`config.mk`:
```
export PLATFORM = sky130hd
export DESIGN_NAME = irq_grant_responder_flat
export DESIGN_NICKNAME = d
export VERILOG_FILES = /design/src/rtl/irq_grant_responder_if.sv /design/src/rtl/irq_grant_responder.sv /design/src/flat_wrapper.sv
export SDC_FILE = /design/constraint.sdc
export NUM_CORES = 1
export LEC_CHECK = 0
export CORE_MARGIN = 5
export CORE_UTILIZATION = 53
export DETAILED_ROUTE_END_ITERATION = 7
export GPL_TIMING_DRIVEN = 0
export HOLD_SLACK_MARGIN = 0.08
export PLACE_DENSITY = 0.93
export SYNTH_ARGS = -nofsm -noshare
export SYNTH_HDL_FRONTEND = slang
export SYNTH_SLANG_ARGS = --single-unit
```
`constraint.sdc`:
```
create_clock -name clk -period 6.7 [get_ports clk]
set_input_delay 1.34 -clock clk [delete_from_list [all_inputs] [get_ports clk]]
set_output_delay 1.34 -clock clk [all_outputs]
set_load 0.02 [all_outputs]
```
`src/rtl/irq_grant_responder_if.sv`:
```
`default_nettype none
// +-----------------------------------------------------------------------------+
// | irq_grant_responder_if : grant-code and CPU id handshake bundle             |
// | Rev 1.0                                                                     |
// +-----------------------------------------------------------------------------+
interface irq_grant_responder_if;
  logic       grant_valid;
  logic [1:0] grant_bus;
  logic [3:0] grant_chan;
  logic       irq_valid;
  logic       irq_ready;
  logic [4:0] irq_id;

  // master: priority encoder plus CPU; slave: the responder
  modport master (
    output grant_valid, grant_bus, grant_chan, irq_ready,
    input  irq_valid, irq_id
  );
  modport slave (
    input  grant_valid, grant_bus, grant_chan, irq_ready,
    output irq_valid, irq_id
  );
endinterface
`default_nettype wire

```
`src/rtl/irq_grant_responder.sv`:
```
`default_nettype none
// +-----------------------------------------------------------------------------+
// | irq_grant_responder : edge-latching pending store, grant check, CPU         |
// | handshake and one-hot source ack. Optional masking: IRQ_MASK_EN.            |
// | Rev 1.0                                                                     |
// +-----------------------------------------------------------------------------+
module irq_grant_responder #(
  parameter int N_CH        = 9,
  parameter int HOLD_CYCLES = 2
) (
  input  wire logic            clk,
  input  wire logic            rst_n,
  input  wire logic [N_CH-1:0] req_a,
  input  wire logic [N_CH-1:0] req_b,
  input  wire logic [N_CH-1:0] req_c,
`ifdef IRQ_MASK_EN
  input  wire logic [N_CH-1:0] mask_a,
  input  wire logic [N_CH-1:0] mask_b,
  input  wire logic [N_CH-1:0] mask_c,
`endif
  output logic [N_CH-1:0]      pend_a,
  output logic [N_CH-1:0]      pend_b,
  output logic [N_CH-1:0]      pend_c,
  output logic [N_CH-1:0]      ack_a,
  output logic [N_CH-1:0]      ack_b,
  output logic [N_CH-1:0]      ack_c,
  output logic                 err_code,
  irq_grant_responder_if.slave gif
);

  localparam int NT = 3 * N_CH;
  localparam int HW = (HOLD_CYCLES > 1) ? $clog2(HOLD_CYCLES) : 1;

  typedef enum logic [1:0] {
    S_IDLE    = 2'd0,
    S_CHECK   = 2'd1,
    S_PRESENT = 2'd2,
    S_ACK     = 2'd3
  } state_t;

  state_t          state_q, state_d;
  logic [NT-1:0]   req_prev_q, req_prev_d;
  logic [NT-1:0]   pending_q, pending_d;
  logic [NT-1:0]   ack_q, ack_d;
  logic [1:0]      bus_q, bus_d;
  logic [3:0]      chan_q, chan_d;
  logic [4:0]      id_q, id_d;
  logic            valid_q, valid_d;
  logic [HW-1:0]   hold_q, hold_d;

  logic [NT-1:0]   req_flat;
  logic [NT-1:0]   mask_flat;
  logic [NT-1:0]   pend_flat;
  logic [NT-1:0]   ack_clr;
  logic [31:0]     pend_ext;
  logic [4:0]      bus_m1;
  logic [4:0]      cand_id;
  logic            code_ok;

  assign req_flat = {req_c, req_b, req_a};
`ifdef IRQ_MASK_EN
  assign mask_flat = {mask_c, mask_b, mask_a};
`else
  assign mask_flat = '0;
`endif
  assign pend_flat = pending_q & ~mask_flat;
  assign pend_ext  = 32'(pend_flat);

  assign {pend_c, pend_b, pend_a} = pend_flat;
  assign {ack_c, ack_b, ack_a}    = ack_q;
  assign gif.irq_valid            = valid_q;
  assign gif.irq_id               = id_q;

  // Flat index of bus/chan equals the CPU id; a bus-0 code wraps high and is gated by code_ok
  assign bus_m1  = {3'b000, bus_q} - 5'd1;
  assign cand_id = bus_m1 * 5'(N_CH) + {1'b0, chan_q};
  assign code_ok = (bus_q != 2'd0) && (int'(chan_q) < N_CH) && pend_ext[cand_id];

  // Only the first ack cycle clears; a fresh rise in that cycle is OR-ed in afterwards and wins
  assign ack_clr = (state_q == S_ACK && hold_q == '0) ? ack_q : '0;

  always_comb begin
    req_prev_d = req_flat;
    pending_d  = (pending_q & ~ack_clr) | (req_flat & ~req_prev_q);
    state_d    = state_q;
    bus_d      = bus_q;
    chan_d     = chan_q;
    id_d       = id_q;
    valid_d    = valid_q;
    ack_d      = ack_q;
    hold_d     = hold_q;
    err_code   = 1'b0;
    case (state_q)
      S_IDLE: begin
        if (gif.grant_valid && (|pend_flat)) begin
          bus_d   = gif.grant_bus;
          chan_d  = gif.grant_chan;
          state_d = S_CHECK;
        end
      end
      S_CHECK: begin
        if (code_ok) begin
          id_d    = cand_id;
          valid_d = 1'b1;
          state_d = S_PRESENT;
        end else begin
          err_code = 1'b1;
          state_d  = S_IDLE;
        end
      end
      S_PRESENT: begin
        if (gif.irq_ready) begin
          valid_d = 1'b0;
          ack_d   = {{(NT-1){1'b0}}, 1'b1} << id_q;
          hold_d  = '0;
          state_d = S_ACK;
        end
      end
      S_ACK: begin
        if (hold_q == HW'(HOLD_CYCLES - 1)) begin
          ack_d   = '0;
          state_d = S_IDLE;
        end else begin
          hold_d = hold_q + HW'(1);
        end
      end
      default: state_d = S_IDLE;
    endcase
  end

  always_ff @(posedge clk or negedge rst_n) begin
    if (!rst_n) begin
      state_q    <= S_IDLE;
      req_prev_q <= '0;
      pending_q  <= '0;
      ack_q      <= '0;
      bus_q      <= '0;
      chan_q     <= '0;
      id_q       <= '0;
      valid_q    <= 1'b0;
      hold_q     <= '0;
    end else begin
      state_q    <= state_d;
      req_prev_q <= req_prev_d;
      pending_q  <= pending_d;
      ack_q      <= ack_d;
      bus_q      <= bus_d;
      chan_q     <= chan_d;
      id_q       <= id_d;
      valid_q    <= valid_d;
      hold_q     <= hold_d;
    end
  end

endmodule
`default_nettype wire
```
`src/flat_wrapper.sv`:
```
// flat-port wrapper written by rule: the top's interface ports become plain ports
module irq_grant_responder_flat 
#(
  parameter int N_CH        = 9,
  parameter int HOLD_CYCLES = 2
)
  (clk, rst_n, req_a, req_b, req_c, pend_a, pend_b, pend_c, ack_a, ack_b, ack_c, err_code, gif_grant_valid, gif_grant_bus, gif_grant_chan, gif_irq_ready, gif_irq_valid, gif_irq_id);
  irq_grant_responder_if gif_i ();
  input  wire logic clk;
  input  wire logic rst_n;
  input  wire logic [N_CH-1:0] req_a;
  input  wire logic [N_CH-1:0] req_b;
  input  wire logic [N_CH-1:0] req_c;
  output logic [N_CH-1:0] pend_a;
  output logic [N_CH-1:0] pend_b;
  output logic [N_CH-1:0] pend_c;
  output logic [N_CH-1:0] ack_a;
  output logic [N_CH-1:0] ack_b;
  output logic [N_CH-1:0] ack_c;
  output logic err_code;
  input wire logic [$bits(gif_i.grant_valid)-1:0] gif_grant_valid;
  input wire logic [$bits(gif_i.grant_bus)-1:0] gif_grant_bus;
  input wire logic [$bits(gif_i.grant_chan)-1:0] gif_grant_chan;
  input wire logic [$bits(gif_i.irq_ready)-1:0] gif_irq_ready;
  output wire logic [$bits(gif_i.irq_valid)-1:0] gif_irq_valid;
  output wire logic [$bits(gif_i.irq_id)-1:0] gif_irq_id;
  assign gif_i.grant_valid = gif_grant_valid;
  assign gif_i.grant_bus = gif_grant_bus;
  assign gif_i.grant_chan = gif_grant_chan;
  assign gif_i.irq_ready = gif_irq_ready;
  assign gif_irq_valid = gif_i.irq_valid;
  assign gif_irq_id = gif_i.irq_id;
  irq_grant_responder #(.N_CH(N_CH), .HOLD_CYCLES(HOLD_CYCLES)) u_core (.clk(clk), .rst_n(rst_n), .req_a(req_a), .req_b(req_b), .req_c(req_c), .pend_a(pend_a), .pend_b(pend_b), .pend_c(pend_c), .ack_a(ack_a), .ack_b(ack_b), .ack_c(ack_c), .err_code(err_code), .gif(gif_i));
endmodule
```
==> results.md, run 1 <==
- The flow ran to the end, and the final reports show no timing, DRC or antenna violations.
- In this run, the combinational gates consume 49.0% of the power.
- The setup violation total in the final timing report is 0.
- The floorplan core area is 7290 µm².
- The first global-routing pass estimated 18400 µm of wire.
- In this run the worst path has a maximum fanout of 4.
- The via count is 3298.
- In the global route stage, overall resource usage came out at 24.6%.
- The cell count of the worst reg-to-reg path is 13.
- After detailed routing, the number of vias per cell comes to 5.73.
- The post-synthesis net count is 411.
- The final count of hold timing violations is 0.
- The data required time at the worst endpoint is 5.36 ns.
- The worst register-to-register path begins at u_core.bus_q[1].
- Max-cap violations in this run came to 0.
- In this run, flip-flops and latches consume 32.6% of the power.
- For the pin with the worst max-slew slack, the measured transition is 0.750 ns.
- Counting instances, the worst hold path has a depth of 1.
- Averaged over all synthesized cells, the footprint is 11.0 µm².
- The number of clock buffers inserted by TritonCTS is 9.
- The total overflow left after global routing is 0.
- The net switching power of the design is 961 µW.
- The number of standard cells after synthesis is 363.
- The worst-case IR drop observed on VDD is 0.239 mV.
- After clock tree synthesis, the clock-pin slew on the worst setup and hold paths is 0.10 ns.
- The post-synthesis cell type with the largest combined area is sky130_fd_sc_hd__dfrtp_1.
- The number of nets with antenna violations after routing is 0.
- Between clock sinks in the finished design, the worst skew comes to 0.0120 ns.
- The starting density of the core is 54.8%.
- The clock passes through at most 2 buffers.
- In the finished design, the share of the clock period the worst path needs comes to 80.9%.
- The half-perimeter wire length after detailed placement is 8130 µm.
- The total area of sequential cells is 2400 µm².
- The number of violations reported at the end of detailed-routing iteration 0 is 280.
- In this run the power density over the cells is 439 nW/µm².
- The repair_antennas step left the layout with diodes totalling 0.
- The count of input and output buffers is 97.
- The final layout contains routed wiring with a total length of 11400 µm.
- STA puts the critical path data arrival time at 4.08 ns.
- In this run the register-to-register setup slack is 3.05 ns.
- The die covers 9380 µm².
- The final-layout fill cell count is 495.
- In this run the biggest area consumer among cell types represents 60.1% of the synthesized area.
- The worst hold path startpoint is u_core.req_prev_q[18].
- The placer's final routability congestion estimate is 0.876.
- The via count of the first global-routing pass came to 3539.
- Setup repair after global routing left no endpoint under its margin.
- The final core utilization is 73.3%.
- The first element of the critical path is u_core.bus_q[1].
- Sorting the synthesized cells by area gives the leading types as sky130_fd_sc_hd__dfrtp_1 60%, sky130_fd_sc_hd__nand2_1 7.9%, sky130_fd_sc_hd__o21ai_0 5.8%.
- The number of nets in the layout is 520.
- Counting distinct cell types in the post-synthesis netlist gives 36.
- The fraction of registers with async set/reset is 100%.
- The CTS tree is built.
- The path type of the worst min-delay path is register to register.
- The worst pin sits at a relative slew slack of 49.8%.
- The achievable clock frequency is 184 MHz.
- The residual DRC count is 0.
- Sorting the synthesized cells by how often they occur yields 96 x sky130_fd_sc_hd__dfrtp_1, 84 x sky130_fd_sc_hd__nand2_1, 46 x sky130_fd_sc_hd__o21ai_0.
- The leakage power of the design is 0.00242 µW.
- In this run the cell area of the synthesized design comes to 4000 µm².
- Measured along the x axis, the die boundary spans 96.9 µm.
- Yosys mapped a number of flops with a built-in enable equal to 0.
- From bottom edge to top edge, the die measures 96.9 µm.
- Clock latency on the worst-skew pair, taken at its later pin, is 0.37 ns.
- The count of pins on the block boundary is 98.
- The synthesis-to-finish area growth is 33.7%.
- The sequential area share after synthesis is 60.1%.
- The clock drives 96 sinks.
- The most common flop cell mapped by yosys is sky130_fd_sc_hd__dfrtp_1.
- The minimum period implied by the final worst setup slack is 5.42 ns.
- The maximum level of the CTS H-tree is 3.
- The sum of negative setup slack is 0 ns.
- The number of search-and-repair iterations in the first detailed-routing pass is 5.
- The endpoint kind of the worst setup timing path is a primary output.
- The tree is rooted in a sky130_fd_sc_hd__clkbuf_8.
- Entering global routing, the biggest net connects 51 pins.
- The design draws 2350 µW.
- The category of the most critical setup path is register to primary output.
- Summing all multi-input logic gate instances after layout gives 1420 µm².
- Net switching is 40.9% of the power.
- The count of pins over their slew limit is 0.
- The Yosys step of the flow raised 0 warnings.
- The worst setup path is launched from a register.
- In the final routed layout, each cell accounts on average for 19.7 µm.
- The layout cell share with drive strength beyond 1 is 7.55%.
- The initialized floorplan defines 31 standard-cell rows.
- The most common cell in the netlist is sky130_fd_sc_hd__dfrtp_1.
- Of the total power, the clock network draws 18.3%.
- In this run, post-CTS repair resized a total of 0 instances.
- The number of hold buffers added after CTS was 0.
- Post-CTS timing repair inserted 0 buffers for setup.
- The initial antenna violation count was 0.
- The internal power is 1390 µW.
- The flip-flop and latch count after synthesis is 96.
==> cells by family (layout without fill, tap and decap cells) <==
kind of cell,after synthesis,count (layout),share of synthesized area [%]
multiplexers,17,17,7.29
XOR/XNOR,4,4,0.876
AO/OA/AOI/OAI,68,68,9.92
adder cells (fa/ha/maj),11,11,3.63
flip-flops,96,96,60.1
AND/OR/NAND/NOR,124,124,13.8
buffers and inverters,43,157,4.44
==> per-stage QoR <==
step / hold WS, ns / instances / area, µm² / worst slack (ns)
CTS: 0.427 / 576 / 5350 / 1.32
global placement: 0.401 / 559 / 5090 / 0.984
detailed placement: 0.414 / 560 / 5120 / 1.82
global route: 0.439 / 576 / 5350 / 1.06
finish: 0.425 / 576 / 5350 / 1.28
floorplan: 0.400 / 363 / 4000 / 2.52
==> cell usage in the layout (no fill, tap or decap), types with 5 or more instances in the layout <==
cell type / count
sky130_fd_sc_hd__mux2_2: 7
sky130_fd_sc_hd__clkdlybuf4s50_1: 96
sky130_fd_sc_hd__a22o_1: 6
sky130_fd_sc_hd__nand2_1: 84
sky130_fd_sc_hd__clkbuf_8: 10
sky130_fd_sc_hd__nor2_1: 5
sky130_fd_sc_hd__inv_1: 32
sky130_fd_sc_hd__nand3_1: 6
sky130_fd_sc_hd__o21ai_0: 46
sky130_fd_sc_hd__dfrtp_1: 96
sky130_fd_sc_hd__clkbuf_1: 7
sky130_fd_sc_hd__ha_1: 10
sky130_fd_sc_hd__nor4_1: 6
sky130_fd_sc_hd__a21oi_1: 8
sky130_fd_sc_hd__mux4_1: 6
sky130_fd_sc_hd__nor2b_1: 5
==> critical path, stage by stage (launching register included) <==
cell,delay (ns)
sky130_fd_sc_hd__dfrtp_1,0.40
sky130_fd_sc_hd__inv_1,0.09
sky130_fd_sc_hd__ha_1,0.32
sky130_fd_sc_hd__inv_1,0.05
sky130_fd_sc_hd__ha_1,0.29
sky130_fd_sc_hd__ha_1,0.23
sky130_fd_sc_hd__fa_1,0.43
sky130_fd_sc_hd__xor2_1,0.42
sky130_fd_sc_hd__o221a_2,0.29
sky130_fd_sc_hd__o31ai_1,0.09
sky130_fd_sc_hd__mux2_2,0.32
sky130_fd_sc_hd__a21oi_1,0.16
sky130_fd_sc_hd__clkdlybuf4s50_1,0.62
==> final timing paths <==
check                                        end
max                                     err_code
min                         u_core.pend_flat[18]
max reg2reg                 u_core.gif.irq_id[0]
min reg2reg                 u_core.pend_flat[18]
max in group asynchronous  u_core.req_prev_q[17]
min in group asynchronous        u_core.bus_q[0]
==> state kept, by name (all words and copies together) (netlist names), named ones only <==
register / flops
u_core.ack_q: 27
u_core.chan_q: 4
u_core.hold_q: 1
u_core.pend_flat: 27
u_core.req_prev_q: 27
u_core.state_q: 1
u_core.gif.irq_id: 5
u_core.bus_q: 2
u_core.gif.irq_valid: 1
==> cell type report <==
class	count	share of cell area [%]
tap	99	2.32
inverter	32	2.25
buffer	11	1.08
timing repair buffer	98	18.6
clock inverter	6	1.68
multi-input combinational	224	26.5
clock buffer	10	2.57
sequential	96	44.9
==> power by group through the flow <==
stage	Clock [µW]	Sequential (µW)	Combinational (µW)
floorplan	0	815	659
global placement	0	765	1020
detailed placement	0	772	1090
CTS	433	762	1130
global route	460	773	1240
finish	431	765	1150
==> metal layers <==
| layer | part of all wire, % | track usage (%) |
|---|---|---|
| met4 | 3.0 | 11.1 |
| met5 | 0 | 0 |
| met2 | 51 | 41.0 |
| met1 | 37 | 29.9 |
| met3 | 8.2 | 6.91 |
Power figures use the tool's default switching activity.
==> run 2: changes to the inputs <==
--- a/config.mk
+++ b/config.mk
@@ -6,11 +6,11 @@
 export NUM_CORES = 1
 export LEC_CHECK = 0
 export CORE_MARGIN = 5
-export CORE_UTILIZATION = 53
+export CORE_UTILIZATION = 44
 export DETAILED_ROUTE_END_ITERATION = 7
 export GPL_TIMING_DRIVEN = 0
 export HOLD_SLACK_MARGIN = 0.08
-export PLACE_DENSITY = 0.93
+export PLACE_DENSITY = 0.83
 export SYNTH_ARGS = -nofsm -noshare
 export SYNTH_HDL_FRONTEND = slang
 export SYNTH_SLANG_ARGS = --single-unit
==> constraint.sdc (replaced) <==
create_clock -name clk -period 4.6 [get_ports clk]
set_input_delay 0.92 -clock clk [delete_from_list [all_inputs] [get_ports clk]]
set_output_delay 0.92 -clock clk [all_outputs]
set_load 0.02 [all_outputs]
==> run 2 against run 1 <==
Final cell count rose by 1.6%. Clock-buffer cell count did not move. Combinational power rose by 37%. Core utilization fell by 13 points. Register-to-register slack got worse by 1.9 ns. Global-route usage fell by 5.1 points. Critical path depth did not move. Routed wire length fell by 8.1%. Critical endpoint unchanged. Largest cell class unchanged.
==> results.md, run 2 (synthesis gave the netlist of run 1 again) <==
- After detailed routing, the total wire length is 10400 µm.
- The number of buffers added for setup after CTS is 0.
- The number of search-and-repair iterations in the first detailed-routing pass is 4.
- The count of pins over their slew limit came to 0.
- The detailed-route wire length per cell is 17.9 µm.
- The endpoint identified for the worst register-to-register timing path is u_core.gif.irq_id[0].
- The data required time at the worst endpoint is 3.68 ns.
- The clock root buffer is sky130_fd_sc_hd__clkbuf_8.
- The worst hold slack after final layout is 0.418 ns.
- After global routing the overflow that remains totals 0.
- The achievable clock frequency is 225 MHz.
- The finished cells cover 5320 µm².
- The initial antenna violation count is 0.
- The cell count after placement is 569.
- The die width is 105 µm.
- The layout cell share with drive strength beyond 1 is 7.76%.
- The H-tree generated during clock tree synthesis spans 3 levels.
- The first global-routing pass estimated 17100 µm of wire.
- The number of core rows is 34.
- Counting the buffers created by CTS gives 9.
- The floorplan core area is 8810 µm².
- The cell area power density is 603 nW/µm².
- The final-layout fill cell count is 740.
- The largest fanout on the critical path is 4.
- In this run the most critical hold path is launched from u_core.req_prev_q[25].
- The most common cell after layout, fill and taps aside is sky130_fd_sc_hd__dfrtp_1.
- Compared with the post-synthesis result, the final layout area differs by 33.0%.
- The startpoint of the worst register-to-register path is u_core.bus_q[0].
- The leakage power of the design is 0.00241 µW.
- In the layout the commonest cells are 96 x sky130_fd_sc_hd__dfrtp_1, 95 x sky130_fd_sc_hd__clkdlybuf4s50_1, 84 x sky130_fd_sc_hd__nand2_1.
- The kind of start point of the critical path is a register.
- For this run, design rule violations remaining after detail routing come to 0.
- The full die area is 11100 µm².
- Dividing the final minimum period by the clock period gives 96.6%.
- The number of sinks driven by the clock tree is 96.
- TritonCTS built the clock tree.
- Along the worst hold path, the cell count comes to 1.
- The worst clock skew on the final layout is 0.0100 ns.
- The number of nets in the layout is 520.
- The clock period could shrink to 4.44 ns.
- The path type of the worst min-delay path is register to register.
- In this run the tightest slew margin relative to its limit is 44.4%.
- Summing all placed instances gives a cell area of 5130 µm².
- Across every metal layer, demand over resource in global routing totals 19.5%.
- The die is 105 µm tall.
- The number of violations reported at the end of detailed-routing iteration 0 is 181.
- The number of vias per cell is 5.41.
- The final count of hold timing violations is 0.
- IR analysis of the VDD net gives a maximum drop of 0.382 mV.
- The setup violation total in the final timing report is 0.
- At the pin with the least slew margin, the transition time is 0.831 ns.
- Setup repair after global routing left no endpoint under its margin.
- The number of nets with antenna violations after routing is 0.
- The worst hold path endpoint is u_core.pend_flat[25].
- For the final routed database, the setup TNS stands at 0 ns.
- The count of input and output buffers is 97.
- The number of antenna cells inserted is 0.
- Summed over all nets, the half-perimeter wirelength after detailed placement is 7940 µm.
- Clock latency on the worst-skew pair, taken at its later pin, is 0.36 ns.
- The starting density of the core is 45.4%.
- The clock input transition at the sequential cells of the worst setup and hold paths is 0.10 ns.
- The maximum number of pins on one net before global-route repair is 50.
- The category of the most critical setup path is register to primary output.
- The critical path arrival is 3.52 ns.
- During I/O placement, the number of pins put on the boundary was 98.
- The non-filler instance count after layout is 585.
- Setup slack on the worst reg-to-reg path comes out at 1.19 ns.
- The number of buffers between clock root and the deepest sink is 2.
- The tool flagged a number of max-cap violations equal to 0.
- The endpoint kind of the worst setup timing path is a primary output.
- The via count is 3166.
- The via count of the first global-routing pass was 3268.
- The placer's final routability congestion estimate is 0.847.
- The worst register-to-register path has a depth of 13.
- The run finished with clean final reports.
run 2: area by class of cell:
class | count | area, µm² | area share, %
timing repair buffer | 98 | 995 | 18.7
sequential | 96 | 2400 | 45.2
multi-input combinational | 224 | 1430 | 26.8
inverter | 32 | 120 | 2.26
clock buffer | 10 | 138 | 2.59
tap | 108 | 135 | 2.54
buffer | 11 | 57.6 | 1.08
clock inverter | 6 | 43.8 | 0.824
run 2: power by group:
part	total (µW)	internal (µW)	switching [µW]
clock network	513	213	299
logic	1580	711	871
registers	1110	981	129
run 2: worst max-delay path by stage:
stage	from	slack [ns]	to
2_1_floorplan	u_core.bus_q[0]	0.84	err_code
3_3_place_gp	rst_n	-0.79	u_core.req_prev_q[17]
3_5_place_dp	u_core.bus_q[0]	0.20	err_code
4_1_cts	u_core.bus_q[0]	0.13	err_code
5_1_grt	u_core.bus_q[0]	0.02	err_code
6_report	u_core.bus_q[0]	0.16	err_code
run 2: timing repair:
action	4_1_cts	5_1_grt
endpoints found under the hold margin	0	0
hold buffers	0	0
resized for setup	2	0
setup endpoints to repair	1	0
run 2: through the flow:
stage | utilization, % | setup slack [ns] | total power, µW
final | 60.4 | 0.157 | 3200
after global routing | 60.4 | 0.0188 | 3400
after CTS | 60.4 | 0.132 | 3220
after detailed placement | 58.3 | 0.201 | 2700
after global placement | 58.0 | -0.789 | 2640
after floorplan | - | 0.844 | 2150
run 2: critical path, cell delays in order, from the launching register on:
cell,delay (ns)
sky130_fd_sc_hd__dfrtp_1,0.36
sky130_fd_sc_hd__inv_1,0.09
sky130_fd_sc_hd__ha_1,0.32
sky130_fd_sc_hd__inv_1,0.05
sky130_fd_sc_hd__ha_1,0.28
sky130_fd_sc_hd__ha_1,0.23
sky130_fd_sc_hd__fa_1,0.44
sky130_fd_sc_hd__xor2_2,0.28
sky130_fd_sc_hd__o221a_2,0.23
sky130_fd_sc_hd__o31ai_1,0.08
sky130_fd_sc_hd__mux2_2,0.31
sky130_fd_sc_hd__a21oi_1,0.15
sky130_fd_sc_hd__dlygate4sd2_1,0.35
run 2: layer usage:
layer / GRT usage (%) / part of all wire [%] / up-vias
li1: - / - / 1441
met1: 25.5 / 42 / 1564
met2: 32.0 / 49 / 139
met3: 4.83 / 6.9 / 22
met4: 6.75 / 2.4 / 0
met5: 0 / 0 / -
==> run 3: changes to the inputs <==
--- a/config.mk
+++ b/config.mk
@@ -6,11 +6,11 @@
 export NUM_CORES = 1
 export LEC_CHECK = 0
 export CORE_MARGIN = 5
-export CORE_UTILIZATION = 44
+export CORE_UTILIZATION = 31
 export DETAILED_ROUTE_END_ITERATION = 7
 export GPL_TIMING_DRIVEN = 0
 export HOLD_SLACK_MARGIN = 0.08
-export PLACE_DENSITY = 0.83
+export PLACE_DENSITY = 0.64
 export SYNTH_ARGS = -nofsm -noshare
 export SYNTH_HDL_FRONTEND = slang
 export SYNTH_SLANG_ARGS = --single-unit
==> run 3 against run 2 <==
Combinational power is essentially flat. Final cell count grew 11%. Fmax is 3.7% higher. Sequential share of layout area decreased by 1.8 points. Non-clock buffer count is the same. Core utilization is 17 points lower. Sequential power barely moved. First-iteration DRC count shrank 4.4%. Global-route usage fell by 3.8 points. Register-to-register slack gained 0.02 ns. Clock-buffer cell count stayed put.
==> results.md, run 3 (synthesis gave the netlist of run 1 again) <==
- The run finished with clean final reports.
- The count of input and output buffers is 97.
- The largest fanout on the critical path is 4.
- The die width is 124 µm.
- In this run the clock root is driven by a sky130_fd_sc_hd__clkbuf_16.
- For this design, the sink count on the clock tree is 96.
- The kind of start point of the critical path is a register.
- Leaving out fill and tap cells, the most frequent cell in the layout is sky130_fd_sc_hd__dfrtp_1.
- The startpoint identified for the worst register-to-register timing path is u_core.bus_q[0].
- For this run, the top clock speed supported by timing is 233 MHz.
- Entering global routing, the biggest net connects 68 pins.
- The number of violations reported at the end of detailed-routing iteration 0 is 173.
- In this design, the largest share of critical-path delay is due to adder cells.
- The first element of the critical path is u_core.bus_q[0].
- The path type of the worst min-delay path is register to register.
- The count of cell instances traversed by the critical path is 12.
- The CTS tree is built.
- For this run the aggregate overflow at the end of global routing stands at 0.
- The share of the clock period used by the worst path is 93.1%.
- The number of buffers and inverters on the critical path is 3.
- The routed wire length is 11200 µm.
- Relative to the synthesized area, the layout overhead comes to 38.4%.
- The worst-case register-to-register setup slack is 1.21 ns.
- Data on the critical path is required at its endpoint by 3.68 ns.
- The number of vias per cell is 4.79.
- The signal on the critical path passes through inv_1, ha_1, inv_1, ha_1, ha_1, fa_1, xor2_2, o221a_2, o31ai_1, mux2_2, a21oi_1, clkbuf_2.
- For this configuration, the core starts out at a cell density of 31.7%.
- The wire length of the first global-routing pass is 18100 µm.
- The initial antenna violation count came to 0.
- The final core utilization is 43.9%.
- The insertion delay of the later-clocked pin in the worst-skew pair is 0.35 ns.
- For the worst flop-to-flop path, the logic depth is 13.
- In this run the post-CTS setup repair buffer count came out at 0.
- For the finished layout, the period the worst path requires is 4.28 ns.
- The worst slew margin relative to its limit is 39.6%.
- The total area inside the core boundary comes to 12600 µm².
- The final count of hold timing violations is 0.
- Detailed placement ended at an HPWL of 8480 µm.
- The largest single stage delay on the critical path is 0.45 ns.
- In this run the deepest clock path goes through 2 buffers.
- Setup repair after global routing left no endpoint under its margin.
- The global-route total usage across every layer is 15.8%.
- The via count of the first global-routing pass is 3414.
- The number of search-and-repair iterations in the first detailed-routing pass is 4.
- The clock input transition at the sequential cells of the worst setup and hold paths is 0.07 ns.
- The number of nets with antenna violations after routing is 0.
- The post-route netlist has 7.76% of its cells at a drive strength greater than 1.
- The most prevalent standard cell on the critical path is sky130_fd_sc_hd__ha_1.
- For this block, the via count after detailed routing is 3110.
- The final-layout fill cell count is 1241.
- Counting the buffers created by CTS gives 9.
- Dividing the detail-routed wire length by the instance count gives 17.3 µm.
- At the worst endpoint, the arrival time is 3.36 ns.
- The critical path is of the register to primary output type.
- IR analysis of the VDD net gives a maximum drop of 0.326 mV.
- Row generation in the floorplan step produced 41 rows.
- The die is 124 µm tall.
- The library cells used most frequently in the layout, excluding fill and tap cells, are 96 x sky130_fd_sc_hd__dfrtp_1, 95 x sky130_fd_sc_hd__clkdlybuf4s50_1, 84 x sky130_fd_sc_hd__nand2_1.
- The count of pins over their slew limit is 0.
- The maximum level of the CTS H-tree is 3.
- The number of antenna cells inserted is 0.
- The number of buffers inserted for hold repair after clock tree synthesis is 0.
- The slowest stage of the critical path is the sky130_fd_sc_hd__fa_1 cell.
- The placer's final routability congestion estimate is 0.847.
- In this run the static leakage power is 0.00246 µW.
- The endpoint identified for the worst register-to-register timing path is u_core.gif.irq_id[2].
- The number of nets in the layout is 520.
- Clock skew on the completed layout was measured at 0.00983 ns.
- At the pin with the least slew margin, the transition time is 0.902 ns.
- The design draws 3530 µW.
- The worst setup path is captured at a primary output.
- The tool flagged a number of max-cap violations equal to 0.
- The count of pins on the block boundary is 98.
- Setup violations remaining at the end of the flow were counted as 0.
- The termination of the worst setup path is err_code.
- The die covers 15300 µm².
- The cell area power density is 639 nW/µm².
- The worst hold slack after final layout is 0.412 ns.
- The residual DRC count is 0.
[run 3: changes by cell type in the layout (fill, tap and decap cells not counted), sizes merged]
cell	previous run	this run
clkinvlp	1	2
dlygate4sd2	1	0
bufinv	0	2
clkbuf	17	18
clkinv	4	1
[run 3: worst register-to-register path, delay by kind of cell (launching register included)]
family / cells / cell delay, ns
xor gates and xnor gates: 1 / 0.29
buffers and inverters: 3 / 0.25
and+or+nand+nor: 2 / 0.23
AOI/OAI and AO/OA: 1 / 0.32
adders and majority gates: 4 / 1.29
muxes: 2 / 0.55
DFF: 1 / 0.34
[run 3: final cells by class]
class                      instances  area, µm²  share of cell area [%]
sequential                        96       2400                    43.4
multi-input combinational        224       1430                    25.8
timing repair buffer              98        991                    17.9
clock buffer                      10        229                    4.14
tap                              172        215                    3.89
inverter                          32        120                    2.17
clock inverter                     6       92.6                    1.67
buffer                            11       57.6                    1.04
[run 3: power breakdown]
part           internal (µW)  total (µW)  switching, µW
Clock                    480         813            334
Sequential               982        1110            128
Combinational            709        1610            901
[run 3: repair_timing]
item | 4_1_cts | 5_1_grt
endpoints found under the setup margin | 1 | 1
endpoints found under the hold margin | 0 | 0
resized for setup | 2 | 2
gates cloned | 0 | 0
[run 3: worst min path at each step]
| stage | to | from | cells past startpoint |
|---|---|---|---|
| floorplan | u_core.pend_flat[0] | u_core.req_prev_q[0] | 1 |
| global placement | u_core.pend_flat[2] | u_core.req_prev_q[2] | 1 |
| detailed placement | u_core.pend_flat[12] | u_core.req_prev_q[12] | 1 |
| CTS | u_core.pend_flat[2] | u_core.req_prev_q[2] | 1 |
| global route | u_core.pend_flat[12] | u_core.req_prev_q[12] | 1 |
| finish | u_core.pend_flat[2] | u_core.req_prev_q[2] | 1 |
[run 3: stage by stage]
stage	setup slack (ns)	setup TNS (ns)	cells	cell area, µm²
after CTS	0.153	0	649	5540
after floorplan	0.844	0	363	4000
after detailed placement	0.197	0	633	5210
after global routing	0.137	0	649	5530
after global placement	-0.913	-86.95	632	5180
final	0.316	0	649	5530
[run 3: metal layers]
metal  vias up  track usage [%]  wire length [µm]
li1       1447                -                 -
met1      1554             20.7              4820
met2        98             24.9              5350
met3        11             5.81               866
met4         0             3.88               179
met5         -                0                 0
